**src/rtl/gf22_pad_pkg.sv**
```systemverilog
// Shared types for the GF22 pad bank controller: sequencer state encoding,
// attribute bit positions and the state-to-attribute decode.
package gf22_pad_pkg;

    typedef enum logic [2:0] {
        PWR_OFF     = 3'd0,
        PWR_UP_BIAS = 3'd1,
        PWR_UP_IO   = 3'd2,
        PWR_UP_CORE = 3'd3,
        PWR_READY   = 3'd4,
        PWR_DN_CORE = 3'd5,
        PWR_DN_IO   = 3'd6,
        PWR_DN_BIAS = 3'd7
    } pwr_state_e;

    localparam int ATTR_PWROK   = 0;
    localparam int ATTR_IOPWROK = 1;
    localparam int ATTR_BIAS    = 2;
    localparam int ATTR_USED    = 3;

    function automatic logic [ATTR_USED-1:0] attr_of(input pwr_state_e s);
        logic [ATTR_USED-1:0] a;
        a = '0;
        a[ATTR_BIAS]    = (s != PWR_OFF) && (s != PWR_DN_BIAS);
        a[ATTR_IOPWROK] = (s == PWR_UP_IO) || (s == PWR_UP_CORE) ||
                          (s == PWR_READY) || (s == PWR_DN_CORE);
        a[ATTR_PWROK]   = (s == PWR_UP_CORE) || (s == PWR_READY);
        return a;
    endfunction

endpackage

```
**src/rtl/gf22_pad_turn_ctrl.sv**
```systemverilog
// Per-pad direction control: glitch-free turnaround of the output enable,
// registered output data and a receive synchroniser gated while driving.
module gf22_pad_turn_ctrl #(
    parameter int TURN_CYC    = 2,
    parameter int SYNC_STAGES = 2
) (
    input  logic clk_i,
    input  logic rst_i,
    input  logic turn_en_i,
    input  logic dir_i,
    input  logic data_i,
    input  logic pad_rx_i,
    output logic dir_ack_o,
    output logic rx_o,
    output logic pad_oe_o,
    output logic pad_data_o
);

    localparam int TW = $clog2(TURN_CYC + 1);

    logic [TW-1:0]          turn_cnt_q, turn_cnt_d;
    logic                   applied_q, applied_d;
    logic                   oe_q, oe_d;
    logic                   data_q, data_d;
    logic [SYNC_STAGES-1:0] sync_q, sync_d;
    logic                   pending;

    assign pending = (turn_cnt_q != '0);

    // turn_en_i reflects the sequencer's next state, so leaving READY clears
    // everything on the same edge the state register changes.
    always_comb begin
        turn_cnt_d = turn_cnt_q;
        applied_d  = applied_q;
        oe_d       = oe_q;
        data_d     = data_i;
        sync_d     = {sync_q[SYNC_STAGES-2:0], pad_rx_i};
        if (!turn_en_i) begin
            turn_cnt_d = '0;
            applied_d  = 1'b0;
            oe_d       = 1'b0;
        end else if (pending) begin
            turn_cnt_d = turn_cnt_q - TW'(1);
            oe_d       = 1'b0;
            if (turn_cnt_q == TW'(1)) begin
                applied_d = dir_i;
                oe_d      = dir_i;
            end
        end else if (dir_i != applied_q) begin
            turn_cnt_d = TW'(TURN_CYC);
            oe_d       = 1'b0;
        end else begin
            oe_d = applied_q;
        end
    end

    always_ff @(posedge clk_i) begin
        if (rst_i) begin
            turn_cnt_q <= '0;
            applied_q  <= 1'b0;
            oe_q       <= 1'b0;
            data_q     <= 1'b0;
            sync_q     <= '0;
        end else begin
            turn_cnt_q <= turn_cnt_d;
            applied_q  <= applied_d;
            oe_q       <= oe_d;
            data_q     <= data_d;
            sync_q     <= sync_d;
        end
    end

    assign pad_oe_o   = oe_q;
    assign pad_data_o = data_q;
    assign dir_ack_o  = (dir_i == applied_q) && !pending;
    assign rx_o       = sync_q[SYNC_STAGES-1] && !oe_q && !pending;

endmodule

```
**src/rtl/gf22_pad_bank_ctrl.sv**
```systemverilog
// GF22 GPIO pad bank controller: power sequencer driving the shared pad
// attributes, plus one direction/receive controller per pad.
module gf22_pad_bank_ctrl
    import gf22_pad_pkg::*;
#(
    parameter int NPADS       = 8,
    parameter int PADATTR     = 16,
    parameter int CNT_W       = 8,
    parameter int TURN_CYC    = 2,
    parameter int SYNC_STAGES = 2
) (
    input  logic                     clk_i,
    input  logic                     rst_i,
    input  logic                     pwr_req_i,
    input  logic [CNT_W-1:0]         dly_bias_i,
    input  logic [CNT_W-1:0]         dly_io_i,
    input  logic [CNT_W-1:0]         dly_core_i,
    output logic                     pwr_ready_o,
    output logic [2:0]               pwr_state_o,
    input  logic [NPADS-1:0]         dir_i,
    input  logic [NPADS-1:0]         data_i,
    output logic [NPADS-1:0]         dir_ack_o,
    output logic [NPADS-1:0]         rx_o,
    output logic [NPADS-1:0]         pad_oe_o,
    output logic [NPADS-1:0]         pad_data_o,
    input  logic [NPADS-1:0]         pad_rx_i,
    output logic [NPADS*PADATTR-1:0] pad_attributes_o
);

    pwr_state_e           state_q, state_d;
    logic [CNT_W-1:0]     cnt_q, cnt_d;
    logic [ATTR_USED-1:0] attr_q, attr_d;
    logic                 ready_q, ready_d;

    // Aborted power-ups jump to the down state whose rails match what is
    // already up; down sequences always run through to OFF.
    always_comb begin
        state_d = state_q;
        unique case (state_q)
            PWR_OFF:     if (pwr_req_i) state_d = PWR_UP_BIAS;
            PWR_UP_BIAS: if (!pwr_req_i) state_d = PWR_DN_IO;
                         else if (cnt_q == '0) state_d = PWR_UP_IO;
            PWR_UP_IO:   if (!pwr_req_i) state_d = PWR_DN_CORE;
                         else if (cnt_q == '0) state_d = PWR_UP_CORE;
            PWR_UP_CORE: if (!pwr_req_i) state_d = PWR_DN_CORE;
                         else if (cnt_q == '0) state_d = PWR_READY;
            PWR_READY:   if (!pwr_req_i) state_d = PWR_DN_CORE;
            PWR_DN_CORE: if (cnt_q == '0) state_d = PWR_DN_IO;
            PWR_DN_IO:   if (cnt_q == '0) state_d = PWR_DN_BIAS;
            PWR_DN_BIAS: if (cnt_q == '0) state_d = PWR_OFF;
        endcase

        cnt_d = (cnt_q != '0) ? cnt_q - CNT_W'(1) : cnt_q;
        if (state_d != state_q) begin
            case (state_d)
                PWR_UP_BIAS, PWR_DN_BIAS: cnt_d = dly_bias_i;
                PWR_UP_IO,   PWR_DN_IO:   cnt_d = dly_io_i;
                PWR_UP_CORE, PWR_DN_CORE: cnt_d = dly_core_i;
                default:                  cnt_d = '0;
            endcase
        end

        attr_d  = attr_of(state_q);
        ready_d = (state_q == PWR_READY);
    end

    always_ff @(posedge clk_i) begin
        if (rst_i) begin
            state_q <= PWR_OFF;
            cnt_q   <= '0;
            attr_q  <= '0;
            ready_q <= 1'b0;
        end else begin
            state_q <= state_d;
            cnt_q   <= cnt_d;
            attr_q  <= attr_d;
            ready_q <= ready_d;
        end
    end

    assign pwr_ready_o = ready_q;
    assign pwr_state_o = state_q;

    for (genvar k = 0; k < NPADS; k++) begin : g_pad
        assign pad_attributes_o[k*PADATTR +: PADATTR] = {{(PADATTR-ATTR_USED){1'b0}}, attr_q};

        gf22_pad_turn_ctrl #(
            .TURN_CYC    (TURN_CYC),
            .SYNC_STAGES (SYNC_STAGES)
        ) u_turn (
            .clk_i      (clk_i),
            .rst_i      (rst_i),
            .turn_en_i  (state_d == PWR_READY),
            .dir_i      (dir_i[k]),
            .data_i     (data_i[k]),
            .pad_rx_i   (pad_rx_i[k]),
            .dir_ack_o  (dir_ack_o[k]),
            .rx_o       (rx_o[k]),
            .pad_oe_o   (pad_oe_o[k]),
            .pad_data_o (pad_data_o[k])
        );
    end

endmodule
```
**config.mk**
```make
export PLATFORM = sky130hd
export DESIGN_NAME = gf22_pad_bank_ctrl
export DESIGN_NICKNAME = d
export VERILOG_FILES = /design/src/rtl/gf22_pad_pkg.sv /design/src/rtl/gf22_pad_turn_ctrl.sv /design/src/rtl/gf22_pad_bank_ctrl.sv
export SDC_FILE = /design/constraint.sdc
export NUM_CORES = 1
export LEC_CHECK = 0
export BUFFER_PORTS_ARGS = -buffer_cell sky130_fd_sc_hd__buf_2
export CAP_MARGIN = 20
export CORE_UTILIZATION = 48
export CTS_CLUSTER_DIAMETER = 150
export CTS_CLUSTER_SIZE = 25
export DETAILED_ROUTE_END_ITERATION = 6
export GPL_ROUTABILITY_DRIVEN = 0
export PLACE_DENSITY = 0.86
export SLEW_MARGIN = 20
export SYNTH_ARGS = -nofsm -noshare
export SYNTH_HDL_FRONTEND = slang
export SYNTH_SLANG_ARGS = --single-unit
```
**constraint.sdc**
```tcl
create_clock -name clk_i -period 3.9 [get_ports clk_i]
set_input_delay 0.39 -clock clk_i [delete_from_list [all_inputs] [get_ports clk_i]]
set_output_delay 0.39 -clock clk_i [all_outputs]
set_load 0.005 [all_outputs]
```
Word level (Yosys, flattened, before mapping)
Index checks and enable logic that the tools add are counted.
{ "op_classes": {"reduce_logical": 78, "n_eq_ne": 40, "n_addsub": 9, "bitwise_logic": 1, "muxes": 55} }
{ "op_table": {"columns": ["op", "count"], "rows": [
  ["nonzero test 2 bit", 17],
  ["2-to-1 mux 3 bit", 11],
  ["2-to-1 mux 2 bit", 16],
  ["logical AND 1 bit", 25],
  ["== test 3 bit, second input constant", 8],
  ["2-to-1 mux 1 bit", 24],
  ["case mux 3 bit (8 select lines)", 1],
  ["case mux 8 bit (3 select lines)", 1],
  ["== test 2 x 1 -> 1 bit, second input constant", 8],
  ["zero test 1 bit", 16],
  ["2-to-1 mux 8 bit", 2],
  ["AND reduction 2 bit", 8],
  ["subtractor 2 x 1 -> 2 bit, second input constant", 8],
  ["== test 3 x 2 -> 1 bit, second input constant", 4],
  ["== test 1 bit", 8],
  ["zero test 8 bit", 1],
  ["inequality test 1 bit", 8],
  ["nonzero test 8 bit", 1],
  ["OR reduction 2 bit", 4],
  ["subtractor 8 x 1 -> 8 bit, second input constant", 1],
  ["== test 3 x 1 -> 1 bit, second input constant", 2],
  ["logical OR 1 bit", 4],
  ["zero test 3 bit", 1],
  ["inequality test 3 bit", 1],
  ["3 further kinds", 3]
]} }
{ "word_totals": {"regBits": 71, "out_inout_bits": 164, "elab_cells": 227} }

Logic depth before layout (Yosys ltp)
Gate-level depths: netlist (run 1).
{ "logic_depth": {"word_depth": 8, "mapped_depth": 12, "ltp_nobuf": 9} }

Cells and area by module
Synthesis (run 1) repeated with hierarchy kept, for this count alone.
{ "unflattened": {"cells_unflattened": 498, "area_unflattened_um2": 4743.3} }
{ "modules_own_cells": {"columns": ["module", "cells_each", "instances", "area_each_um2", "seq_area_each_um2"], "rows": [
  ["gf22_pad_turn_ctrl", 30, 8, 330.3, 140.1],
  ["gf22_pad_bank_ctrl", 258, 1, 2100.8, 300.3]
]} }

Worst setup path before layout (run 1)
Ideal clock, no wire load.
{ "synth_timing": {"path_kind": "register to register", "from": "register state_q[1] (netlist: pwr_state_o[1])", "to": "register cnt_q[0]", "path_buffers": 3, "arrival_time_ps": 2783, "setup_ps": 137, "path_slack_ps": 981, "synth_period_minus_slack_ps": 2919, "path_stages_with_launch": 13, "path_cell_list": "dfxtp_1 buf_2 clkbuf_1 inv_1 ha_1 or3_1 clkbuf_1 nand3_1 a221o_1 mux2i_4 xnor2_4 mux2i_1 o221ai_1"} }
{ "synth_between": {"elab_chain_cells": 7} }
{ "synth_lines": {"columns": ["item", "line", "text"], "rows": [
  ["from (decl)", "gf22_pad_bank_ctrl.sv:30", "pwr_state_e state_q, state_d;"],
  ["from (signal assigned)", "gf22_pad_bank_ctrl.sv:74", "state_q <= state_d;"],
  ["2-to-1 mux 3 bit (on tied branches)", "gf22_pad_bank_ctrl.sv:46, gf22_pad_bank_ctrl.sv:42, gf22_pad_bank_ctrl.sv:44", null],
  ["2-to-1 mux 3 bit (on tied branches)", "gf22_pad_bank_ctrl.sv:45, gf22_pad_bank_ctrl.sv:41, gf22_pad_bank_ctrl.sv:43", null],
  ["case mux 3 bit (8 select lines)", "gf22_pad_bank_ctrl.sv:39", "unique case (state_q)"],
  ["== test 3 x 2 -> 1 bit (tied with other cells)", "gf22_pad_bank_ctrl.sv:55", "case (state_d)"],
  ["OR reduction 2 bit", "gf22_pad_bank_ctrl.sv:55", null],
  ["case mux 8 bit (3 select lines)", "gf22_pad_bank_ctrl.sv:55", null],
  ["2-to-1 mux 8 bit", "gf22_pad_bank_ctrl.sv:54", "if (state_d != state_q) begin"],
  ["to (signal assigned)", "gf22_pad_bank_ctrl.sv:75", "cnt_q <= cnt_d;"],
  ["to (decl)", "gf22_pad_bank_ctrl.sv:31", "logic [CNT_W-1:0] cnt_q, cnt_d;"]
]} }
Parallel ways exist; a longest one is shown, timed or not.
A chain may end at the register's enable or synchronous reset.

Worst setup path in the final report (run 1)
{ "layout_timing": {"from": "register state_q[2] (netlist: pwr_state_o[2])", "to": "register cnt_q[3]"} }
Same word-level chain as after synthesis.

==> results of run 1 <==
## critical path: cells and delay by family (launching register included)
family	cells	cell delay, ns
mux	2	0.35
simple gates	2	0.61
buf+inv	1	0.18
flops	1	0.70
fa+ha+maj	1	0.25
xor+xnor	1	0.38
compound gates	2	0.34
## cell usage in the layout (no fill, tap or decap), types with 2 or more instances in the layout
cell type	instances
o21ai_0	3
buf_4	2
clkbuf_8	10
mux2i_1	24
conb_1	104
a211o_1	2
dfxtp_1	71
and3b_1	8
o32ai_1	2
inv_6	2
a21oi_1	23
or3_1	6
bufinv_16	2
ha_1	44
nor2b_1	33
or4_1	4
nor3_1	7
buf_2	110
inv_1	31
nor3b_1	2
nand2_1	18
a31oi_1	4
xnor2_1	6
nor2_1	60
nand3_1	5
o221ai_1	8
## cell usage after synthesis, types with 2 or more instances
library cell	n
a21oi_1	23
nor3b_1	2
or3_1	6
nor3_1	7
clkbuf_1	14
or4_1	4
a31oi_1	4
o32ai_1	2
ha_1	44
mux2i_1	24
o21ai_0	3
buf_4	157
xnor2_1	6
inv_1	31
dfxtp_1	71
nor2_1	60
a211o_1	2
and3b_1	8
nand3_1	5
nand2_1	18
nor2b_1	33
o221ai_1	8
## per-stage QoR
stage | std cells | hold slack (ns) | utilization (%)
5_1_grt | 748 | 0.232 | 50.5
6_report | 748 | 0.260 | 50.5
4_1_cts | 748 | 0.238 | 50.5
3_3_place_gp | 732 | 0.416 | 48.1
3_5_place_dp | 732 | 0.420 | 48.1
2_1_floorplan | 659 | 0.414 | -
## state kept, by name (all words and copies together), names as in the netlist
| register | cells |
|---|---|
| g_pad.u_turn.pad_data_o | 8 |
| attr_q | 3 |
| g_pad.u_turn.turn_cnt_q | 16 |
| g_pad.u_turn.pad_oe_o | 8 |
| cnt_q | 8 |
| pwr_ready_o | 1 |
| pwr_state_o | 3 |
| g_pad.u_turn.applied_q | 8 |
| g_pad.u_turn.sync_q | 16 |
## kinds of logic (layout without fill, tap and decap cells)
kind of cell	after synthesis	count (layout)	share of synthesized area, %
xor+xnor	8	8	1.84
simple gates	151	151	16.3
fa+ha+maj	44	44	11.4
other cells	1	104	0.0778
flops	71	71	29.5
compound gates	53	53	7.37
mux	25	25	5.45
buf+inv	203	159	28.0
## cell type report
type	instances	area, um2
clock buffer	10	138
clock inverter	6	90.1
fill	928	4840
inverter	31	116
multi-input combinational	385	2430
sequential	71	1420
tap	133	166
timing repair buffer	112	566
## layer usage
layer  wire, um  share of wire (%)  GRT usage, %
met2       4030                 50          26.0
met4         68               0.84          4.07
met1       3630                 45          17.5
met3        363                4.5          4.31
met5          0                  0             0
## report_power, final
| part | switching, mW | total [mW] | internal (mW) |
|---|---|---|---|
| Sequential | 0.0766 | 0.866 | 0.789 |
| Clock | 0.290 | 0.672 | 0.381 |
| Combinational | 0.453 | 0.812 | 0.359 |
| Total | 0.820 | 2.35 | 1.53 |
## worst paths after layout
kind                            slack (ns)                               endpoint                                 start  depth (start not counted)
worst min register to register        0.43   g_pad[7].u_turn.sync_q[1]$_SDFF_PP0_  g_pad[7].u_turn.sync_q[0]$_SDFF_PP0_                          1
worst max register to register        0.96                  cnt_q[3]$_SDFFE_PP0P_             pwr_state_o[2]$_SDFF_PP0_                          9
worst max-delay path                  0.96                  cnt_q[3]$_SDFFE_PP0P_             pwr_state_o[2]$_SDFF_PP0_                          9
worst min-delay path                  0.26  g_pad[2].u_turn.pad_data_o$_SDFF_PP0_                             data_i[2]                          2
==> results by group, run 1 <==
Logic synthesis
  – Post-synth EDFFs: 0
  – Synth area leader: dfxtp_1
  – Post-synthesis sequential area ratio: 29.5%
  – Register bit total from synthesis: 71
  – Top cells by area, synth: dfxtp_1 29%, buf_4 24%, ha_1 11%
  – Synth top area share: slightly below 30%
  – Synth Cell Area: 4820 um2
  – Post-synthesis cell count: 556
  – Avg Cell Area, Syn: 8.67 um2
  – Number of distinct library cells after synthesis: 46
  – Fraction of registers with async set/reset: 0%
  – YS warnings: 0
  – Most used DFF post-synth: dfxtp_1

Die
  – Chip Height: 102 um
  – Die span in x: 102 um
  – IO Count: 215
  – Row count: 36
  – Die area: 10500 um2
  – Core footprint: slightly below 10000 um2
  – Initial Util: 49.3%

Clock network
  – Clock-pin slew of the registers on the worst-case setup and hold paths: 0.08 ns
  – Root buffer cell: clkbuf_8
  – CTS tree: done
  – CTS Hold Buffers Added: 0
  – Worst skew pair latency: 0.34 ns
  – Post-CTS setup repair buffer count: 0
  – CTS resizes: 0
  – CTS Buffer Depth: 2
  – H-tree depth: 3
  – CTS Buf Count: 9
  – Clock sink total: 71

Timing
  – Post-Route Skew: 0.00991 ns
  – Hold Fails Final Rpt: 0
  – Slew @ Worst Pin: 0.753 ns
  – Max Freq: between 300 and 400 MHz
  – Total Neg Setup Slack: 0 ns
  – Crit path time final: a little under 3 ns
  – Worst slew margin: 49.8%
  – Setup ws final: ~0.96 ns
  – Final slew viol count: 0
  – Tcrit/Tclk final: 75.5%
  – Final setup fails: 0
  – Unrepaired setup endpoints after global routing: no

Power
  – Pwr/cell area: 476 nW/um2
  – Static leakage: 2.38 nW
  – Design Power: 2.35 mW
  – Max VDD drop: 0.279 mV

GRT
  – Antenna violations before repair: 0
  – Grt total ovfl: 0
  – First-pass GRT wire length: 12000 um
  – Largest net degree at the start of global routing: 41
  – All-layer global routing usage: between 10% and 20%
  – Vias in the first global route: 2588

Setup path
  – Worst EP arrival: 3.15 ns
  – Slowest-stage cell, CP: dfxtp_1
  – CP max stage delay: 0.70 ns
  – CP required: 4.11 ns
  – CP max FO: 19
  – WS Path Type: reg -> reg
  – Crit-path cells: inv_1 -> ha_1 -> or3_1 -> nand3_1 -> a221o_1 -> mux2i_4 -> xnor2_4 -> mux2i_1 -> o221ai_1
  – Crit end category: flip-flop
  – CP Launch Type: flip-flop

Drt
  – DRC Markers: 0
  – Avg WL per Cell: 10.8 um
  – Post-DRT Antenna Nets: 0
  – Post-Route WL: roughly 8100 um
  – DRT Pass-1 Iters: 5
  – Starting DRT DRC Count: 59
  – Vias: 3223
  – Avg Vias per Cell: 4.31

Placement
  – Port bufs: 110
  – Post-DP HPWL: approximately 6000 um
  – Placed cell areas: 4700 um2
  – Setup WS pre-CTS: 0.954 ns

Final layout
  – Share of cells above drive strength 1: around 22%
  – Antenna diode count: 0
  – Area grow syn2layout: 2.28%
  – Post-route design area: 4930 um2
  – Final #Nets: 705

Worst hold path
  – Hold Crit Class: in -> reg

Job
  – # Max-Cap Violations: 0

Run status
  – Outcome: complete, no violations
No activity file was read; power rests on OpenSTA's default activity.
==> run 2: changes to the inputs <==
==> constraint.sdc (replaced) <==
create_clock -name clk_i -period 2.8 [get_ports clk_i]
set_input_delay 0.28 -clock clk_i [delete_from_list [all_inputs] [get_ports clk_i]]
set_output_delay 0.28 -clock clk_i [all_outputs]
set_load 0.005 [all_outputs]
==> run 2 against run 1 <==
Compared with the run above: clock skew barely moved; non-clock buffer count rose by 5; core utilization rose by 1.3 points; largest cell class unchanged; highest routed layer unchanged.
==> results by group, run 2 (same netlist as run 1, synthesis figures left out) <==
Run status
  – Outcome: complete, no violations

Timing
  – Hold Fails Final Rpt: 0 (unchanged)
  – Max Freq: 390 MHz (+15%)
  – Final slew viol count: 0 (unchanged)
  – Slew @ Worst Pin: 0.789 ns (+0.0363 ns)
  – Post-Route Skew: 0.00986 ns (-0.0000493 ns)
  – Tcrit/Tclk final: 91.5% (+16 points)
  – Total Neg Setup Slack: 0 ns (unchanged)
  – Crit path time final: 2.56 ns (-0.382 ns)
  – Worst slew margin: 47.4% (-2.4 points)
  – Final setup fails: 0 (unchanged)
  – Unrepaired setup endpoints after global routing: no

GRT
  – Vias in the first global route: 2837 (+9.6%)
  – First-pass GRT wire length: 12600 um (+5.2%)
  – Grt total ovfl: 0 (unchanged)
  – All-layer global routing usage: 15.6% (+0.76 points)
  – Antenna violations before repair: 0 (unchanged)
  – Largest net degree at the start of global routing: 41 (unchanged)

Final layout
  – Final #Nets: 710 (+0.71%)
  – Area grow syn2layout: 4.90%
  – Most common cell after layout, fill and taps aside: buf_2
  – Share of cells above drive strength 1: 22.9% (+0.79 points)
  – Antenna diode count: 0 (unchanged)
  – Footprint of the multi-input gates: 2460 um2 (+0.92%)
  – Fillers: 933 (+0.54%)
  – FF/Latch Area: 1420 um2 (unchanged)
  – Post-route design area: 5060 um2 (+2.6%)
  – Most frequent cells in the layout: 110 x buf_2, 104 x conb_1, 71 x dfxtp_1, 60 x nor2_1, 44 x ha_1
  – Top flop regs: g_pad.u_turn.sync_q x16, g_pad.u_turn.turn_cnt_q x16
  – Layout Cells excl Fill: 753 (+0.67%)

Drt
  – DRC Markers: 0 (unchanged)
  – Vias: 3249 (+0.81%)
  – Post-DRT Antenna Nets: 0 (unchanged)
  – DRT Pass-1 Iters: 4 (-1)
  – Avg WL per Cell: 10.9 um (+0.91%)
  – Post-Route WL: 8210 um (+1.6%)
  – Avg Vias per Cell: 4.31 (+0.14%)
  – Starting DRT DRC Count: 80 (+36%)

Setup path
  – CP max stage delay: 0.42 ns (-0.28 ns)
  – Critical R2R Capture: cnt_q[5]$_SDFFE_PP0P_
  – R2r setup slk: 0.24 ns (-0.72 ns)
  – Crit end category: flip-flop
  – Worst setup path end: cnt_q[5]$_SDFFE_PP0P_
  – Cells on worst reg2reg path: 10 (+1)
  – CP max FO: 7 (-12)
  – Crit path launch: cnt_q[0]$_SDFFE_PP0P_
  – WS Path Type: reg -> reg
  – CP required: 3.01 ns (-1.10 ns)
  – Crit-path cells: inv_1 -> ha_1 -> nor3b_4 -> nand2_2 -> a221o_1 -> mux2i_4 -> xnor2_4 -> buf_12 -> mux2i_1 -> o221ai_1
  – Worst r2r src: cnt_q[0]$_SDFFE_PP0P_
  – Worst EP arrival: 2.77 ns (-0.38 ns)
  – Slowest-stage cell, CP: a221o_1
  – CP Launch Type: flip-flop

Placement
  – Port bufs: 110 (unchanged)
  – Placed cell areas: 4750 um2 (+0.90%)
  – Post-DP HPWL: 6200 um (+2.7%)
  – Placed cell count: 736 (+0.55%)

Clock network
  – H-tree depth: 3 (unchanged)
  – Root buffer cell: clkbuf_8
  – Clock sink total: 71 (unchanged)
  – CTS tree: done
  – CTS Buf Count: 9 (unchanged)
  – CTS Buffer Depth: 2 (unchanged)
  – Worst skew pair latency: 0.34 ns (about the same)
  – Clock-pin slew of the registers on the worst-case setup and hold paths: 0.08 ns (about the same)

Die
  – Initial Util: 49.3% (unchanged)
  – Die area: 10500 um2 (unchanged)
  – IO Count: 215 (unchanged)
  – Die span in x: 102 um (unchanged)
  – Row count: 36 (unchanged)
  – Core footprint: 9770 um2 (unchanged)
  – Chip Height: 102 um (unchanged)

Worst hold path
  – Hold Crit Class: in -> reg

Power
  – Max VDD drop: 0.289 mV (+3.6%)
  – Pwr/cell area: 703 nW/um2 (+48%)
  – Static leakage: 2.44 nW (+2.3%)

Job
  – # Max-Cap Violations: 0 (unchanged)
## run 2: cell types whose count changed in the layout (fill, tap and decap cells not counted), moves of 2 or more
cell,delta
buf_4,+3
bufinv_16,+2
clkinv_4,+2
inv_6,-2
buf_12,+2
## run 2: worst min-delay path by stage
stage,cells past startpoint,from,slack (ns),to
finish,2,data_i[3],0.14,g_pad[3].u_turn.pad_data_o$_SDFF_PP0_
global placement,1,g_pad[4].u_turn.sync_q[0]$_SDFF_PP0_,0.42,g_pad[4].u_turn.sync_q[1]$_SDFF_PP0_
CTS,2,data_i[3],0.12,g_pad[3].u_turn.pad_data_o$_SDFF_PP0_
detailed placement,1,g_pad[3].u_turn.sync_q[0]$_SDFF_PP0_,0.43,g_pad[3].u_turn.sync_q[1]$_SDFF_PP0_
global route,2,data_i[2],0.13,g_pad[2].u_turn.pad_data_o$_SDFF_PP0_
floorplan,1,rst_i,0.36,pwr_state_o[2]$_SDFF_PP0_
## run 2: metal layers
| layer | wire (um) | global-route usage [%] | vias up | share of wire, % |
|---|---|---|---|---|
| met5 | 0 | 0 | - | 0 |
| met4 | 125 | 5.93 | 0 | 1.5 |
| met3 | 448 | 4.31 | 13 | 5.5 |
| met2 | 4210 | 28.1 | 112 | 51 |
| met1 | 3430 | 17.3 | 1449 | 42 |
| li1 | - | - | 1675 | - |
## run 2: layout make-up
class	instances	share of cell area (%)
clock buffer	9	2.45
clock inverter	7	2.87
inverter	31	2.30
multi-input combinational	385	48.6
sequential	71	28.1
tap	133	3.29
timing repair buffer	117	12.4
## run 2: through the flow
step	setup slack, ns	util [%]	hold slack, ns	power (mW)
6_report	0.237	51.8	0.139	3.56
5_1_grt	0.0422	51.8	0.130	3.80
4_1_cts	0.0837	51.3	0.122	3.50
3_5_place_dp	0.131	48.6	0.429	2.40
3_3_place_gp	0.283	48.6	0.415	2.38
2_1_floorplan	0.0207	-	0.364	2.28
## run 2: report_power, final
part | internal, mW | switching [mW] | leakage [nW]
registers | 1.10 | 0.0966 | 0.580
clock network | 0.685 | 0.397 | 0.130
logic | 0.595 | 0.685 | 1.73
## run 2: critical path: cells and delay by family (launching register included)
kind                     cells  cell delay [ns]
AND/OR/NAND/NOR              2             0.46
buffers and inverters        2             0.25
multiplexers                 2             0.43
XOR/XNOR                     1             0.16
flip-flops                   1             0.34
AO/OA/AOI/OAI                2             0.54
adder cells (fa/ha/maj)      1             0.25
## run 2: repair_timing
action	CTS	global route
setup buffers	0	1
endpoints found under the setup margin	0	40
hold buffers	0	0
resized for setup	0	3
==> run 3: changes to the inputs <==
--- a/config.mk
+++ b/config.mk
@@ -5,6 +5,7 @@
 export SDC_FILE = /design/constraint.sdc
 export NUM_CORES = 1
 export LEC_CHECK = 0
+export ABC_CLOCK_PERIOD_IN_PS = 2800
 export BUFFER_PORTS_ARGS = -buffer_cell sky130_fd_sc_hd__buf_2
 export CAP_MARGIN = 20
 export CORE_UTILIZATION = 48
@@ -13,6 +14,7 @@
 export DETAILED_ROUTE_END_ITERATION = 6
 export GPL_ROUTABILITY_DRIVEN = 0
 export PLACE_DENSITY = 0.86
+export SKIP_LAST_GASP = 1
 export SLEW_MARGIN = 20
 export SYNTH_ARGS = -nofsm -noshare
 export SYNTH_HDL_FRONTEND = slang
==> constraint.sdc (replaced) <==
create_clock -name clk_i -period 2.8 [get_ports clk_i]
set_input_delay 0.28 -clock clk_i [delete_from_list [all_inputs] [get_ports clk_i]]
set_output_delay 0.28 -clock clk_i [all_outputs]
set_load 0.1 [all_outputs]
==> run 3 against run 2 <==
Compared with the run above: wire length is 2.9% lower; highest routed layer unchanged; hold slack better by 0.00091 ns; final area is 2.1% lower; clock-buffer cell count is 1 higher; first-iteration DRC count is 1.3% lower; flip-flop and latch count stayed put.
==> results by group, run 3 (same netlist as run 1, synthesis figures left out) <==
Run status
  – Outcome: complete, no violations

Clock network
  – H-tree depth: 3 (unchanged)
  – Root buffer cell: clkbuf_8
  – Clock-pin slew of the registers on the worst-case setup and hold paths: 0.08 ns (about the same)
  – Worst skew pair latency: 0.34 ns (about the same)
  – CTS Buf Count: 9 (unchanged)
  – CTS tree: done
  – Post-CTS setup repair buffer count: 0 (unchanged)
  – CTS Buffer Depth: 2 (unchanged)
  – Clock sink total: 71 (unchanged)

Placement
  – Post-DP HPWL: 5970 um (-3.7%)
  – Setup WS pre-CTS: 0.159 ns (+0.0279 ns)
  – Port bufs: 110 (unchanged)

Setup path
  – Crit end category: flip-flop
  – Critical R2R Capture: cnt_q[4]$_SDFFE_PP0P_
  – CP Launch Type: flip-flop
  – CP required: 3.01 ns (about the same)
  – R2r setup slk: 0.18 ns (-0.06 ns)
  – Cells on worst reg2reg path: 9 (-1)
  – Worst r2r src: pwr_state_o[2]$_SDFF_PP0_
  – CP max FO: 19 (+12)
  – Worst EP arrival: 2.83 ns (+0.06 ns)
  – WS Path Type: reg -> reg

Drt
  – DRT Pass-1 Iters: 4 (unchanged)
  – Post-DRT Antenna Nets: 0 (unchanged)
  – DRC Markers: 0 (unchanged)
  – Avg WL per Cell: 10.6 um (-2.5%)
  – Post-Route WL: 7980 um (-2.9%)
  – Starting DRT DRC Count: 79 (-1.3%)
  – Vias: 3229 (-0.62%)
  – Avg Vias per Cell: 4.31 (-0.22%)

Die
  – Row count: 36 (unchanged)
  – Core footprint: 9770 um2 (unchanged)
  – Chip Height: 102 um (unchanged)
  – Die span in x: 102 um (unchanged)
  – Die area: 10500 um2 (unchanged)
  – Initial Util: 49.3% (unchanged)
  – IO Count: 215 (unchanged)

GRT
  – Grt total ovfl: 0 (unchanged)
  – Vias in the first global route: 2756 (-2.9%)
  – All-layer global routing usage: 14.9% (-0.68 points)
  – Largest net degree at the start of global routing: 41 (unchanged)
  – First-pass GRT wire length: 12200 um (-3.5%)
  – Antenna violations before repair: 0 (unchanged)

Timing
  – Setup ws final: 0.178 ns (-0.0593 ns)
  – Post-Route Skew: 0.00891 ns (-0.000956 ns)
  – Worst slew margin: 51.4% (+4.0 points)
  – Crit path time final: 2.62 ns (+0.0593 ns)
  – Final slew viol count: 0 (unchanged)
  – Hold Fails Final Rpt: 0 (unchanged)
  – Total Neg Setup Slack: 0 ns (unchanged)
  – Final setup fails: 0 (unchanged)
  – Slew @ Worst Pin: 0.729 ns (-0.0600 ns)
  – Unrepaired setup endpoints after global routing: no
  – Max Freq: 381 MHz (-2.3%)
  – Tcrit/Tclk final: 93.7% (+2.1 points)

Final layout
  – Share of cells above drive strength 1: 23.0% (+0.11 points)
  – Fillers: 936 (+0.32%)
  – Footprint of the multi-input gates: 2450 um2 (-0.15%)
  – Top flop regs: g_pad.u_turn.sync_q x16, g_pad.u_turn.turn_cnt_q x16
  – Area grow syn2layout: 2.72%
  – FF/Latch Area: 1430 um2 (+0.53%)
  – Most common cell after layout, fill and taps aside: buf_2
  – Antenna diode count: 0 (unchanged)
  – Final #Nets: 707 (-0.42%)
  – Most frequent cells in the layout: 110 x buf_2, 104 x conb_1, 69 x dfxtp_1, 60 x nor2_1, 43 x ha_1

Power
  – Static leakage: 2.38 nW (-2.4%)
  – Max VDD drop: 0.869 mV (+200%)
  – Pwr/cell area: 928 nW/um2 (+32%)

Worst hold path
  – Hold worst-path end: g_pad[2].u_turn.pad_data_o$_SDFF_PP0_
  – Worst hold path stage count: 2 (unchanged)
  – Critical hold path startpoint: data_i[2]
  – Hold Crit Class: in -> reg

Job
  – # Max-Cap Violations: 0 (unchanged)
==> run 3: how the worst max path moves through the flow <==
stage,from,endpoint
6_report,pwr_state_o[2]$_SDFF_PP0_,cnt_q[4]$_SDFFE_PP0P_
2_1_floorplan,pwr_state_o[1]$_SDFF_PP0_,cnt_q[0]$_SDFFE_PP0P_
3_3_place_gp,cnt_q[0]$_SDFFE_PP0P_,cnt_q[0]$_SDFFE_PP0P_
4_1_cts,cnt_q[0]$_SDFFE_PP0P_,cnt_q[4]$_SDFFE_PP0P_
3_5_place_dp,cnt_q[0]$_SDFFE_PP0P_,cnt_q[5]$_SDFFE_PP0P_
5_1_grt,pwr_state_o[2]$_SDFF_PP0_,cnt_q[4]$_SDFFE_PP0P_
==> run 3: power by group <==
part / total [mW] / leakage, nW / internal, mW / switching [mW]
logic: 2.56 / 1.71 / 0.542 / 2.02
clock network: 0.814 / 0.0933 / 0.417 / 0.398
registers: 1.22 / 0.582 / 1.10 / 0.117
==> run 3: cell type report <==
| cell class | count | share of cell area (%) |
|---|---|---|
| clock buffers | 10 | 2.58 |
| inverters | 31 | 2.35 |
| flip-flops and latches | 71 | 28.8 |
| multi-input cells | 385 | 49.5 |
| clock inverters | 6 | 1.36 |
| well taps | 133 | 3.36 |
| repair buffers | 114 | 12.0 |
==> run 3: what timing repair did <==
item | in CTS | in global routing
hold buffers | 0 | 0
gates resized for setup | 0 | 2
endpoints found under the setup margin | 0 | 8
==> run 3: critical path, stage by stage (launching register included) <==
cell and delay (ns):
dfxtp_4 0.47, inv_1 0.11, ha_1 0.22, or3_1 0.45
nand3_2 0.13, a221o_1 0.22, mux2i_4 0.11, xnor2_4 0.39
mux2i_1 0.26, o221ai_1 0.11
==> run 3: per-layer routing <==
metal / global-route usage [%] / up-vias / share of wire (%) / wire length, um
met2: 25.9 / 95 / 50 / 4030
met4: 5.16 / 0 / 0.58 / 46
li1: - / 1669 / - / -
met3: 3.83 / 4 / 4.9 / 390
met5: 0 / - / 0 / 0
met1: 17.7 / 1461 / 44 / 3520
==> run 3: metrics by stage <==
stage / total power [mW] / cell area [um2] / cells / hold WS, ns / util (%)
floorplan: 3.70 / 5250 / 659 / 0.354 / -
global placement: 3.75 / 4750 / 734 / 0.417 / 48.6
finish: 4.60 / 4950 / 750 / 0.140 / 50.7
CTS: 4.60 / 4940 / 750 / 0.126 / 50.6
global route: 4.84 / 4950 / 750 / 0.125 / 50.7
detailed placement: 3.78 / 4750 / 734 / 0.426 / 48.6
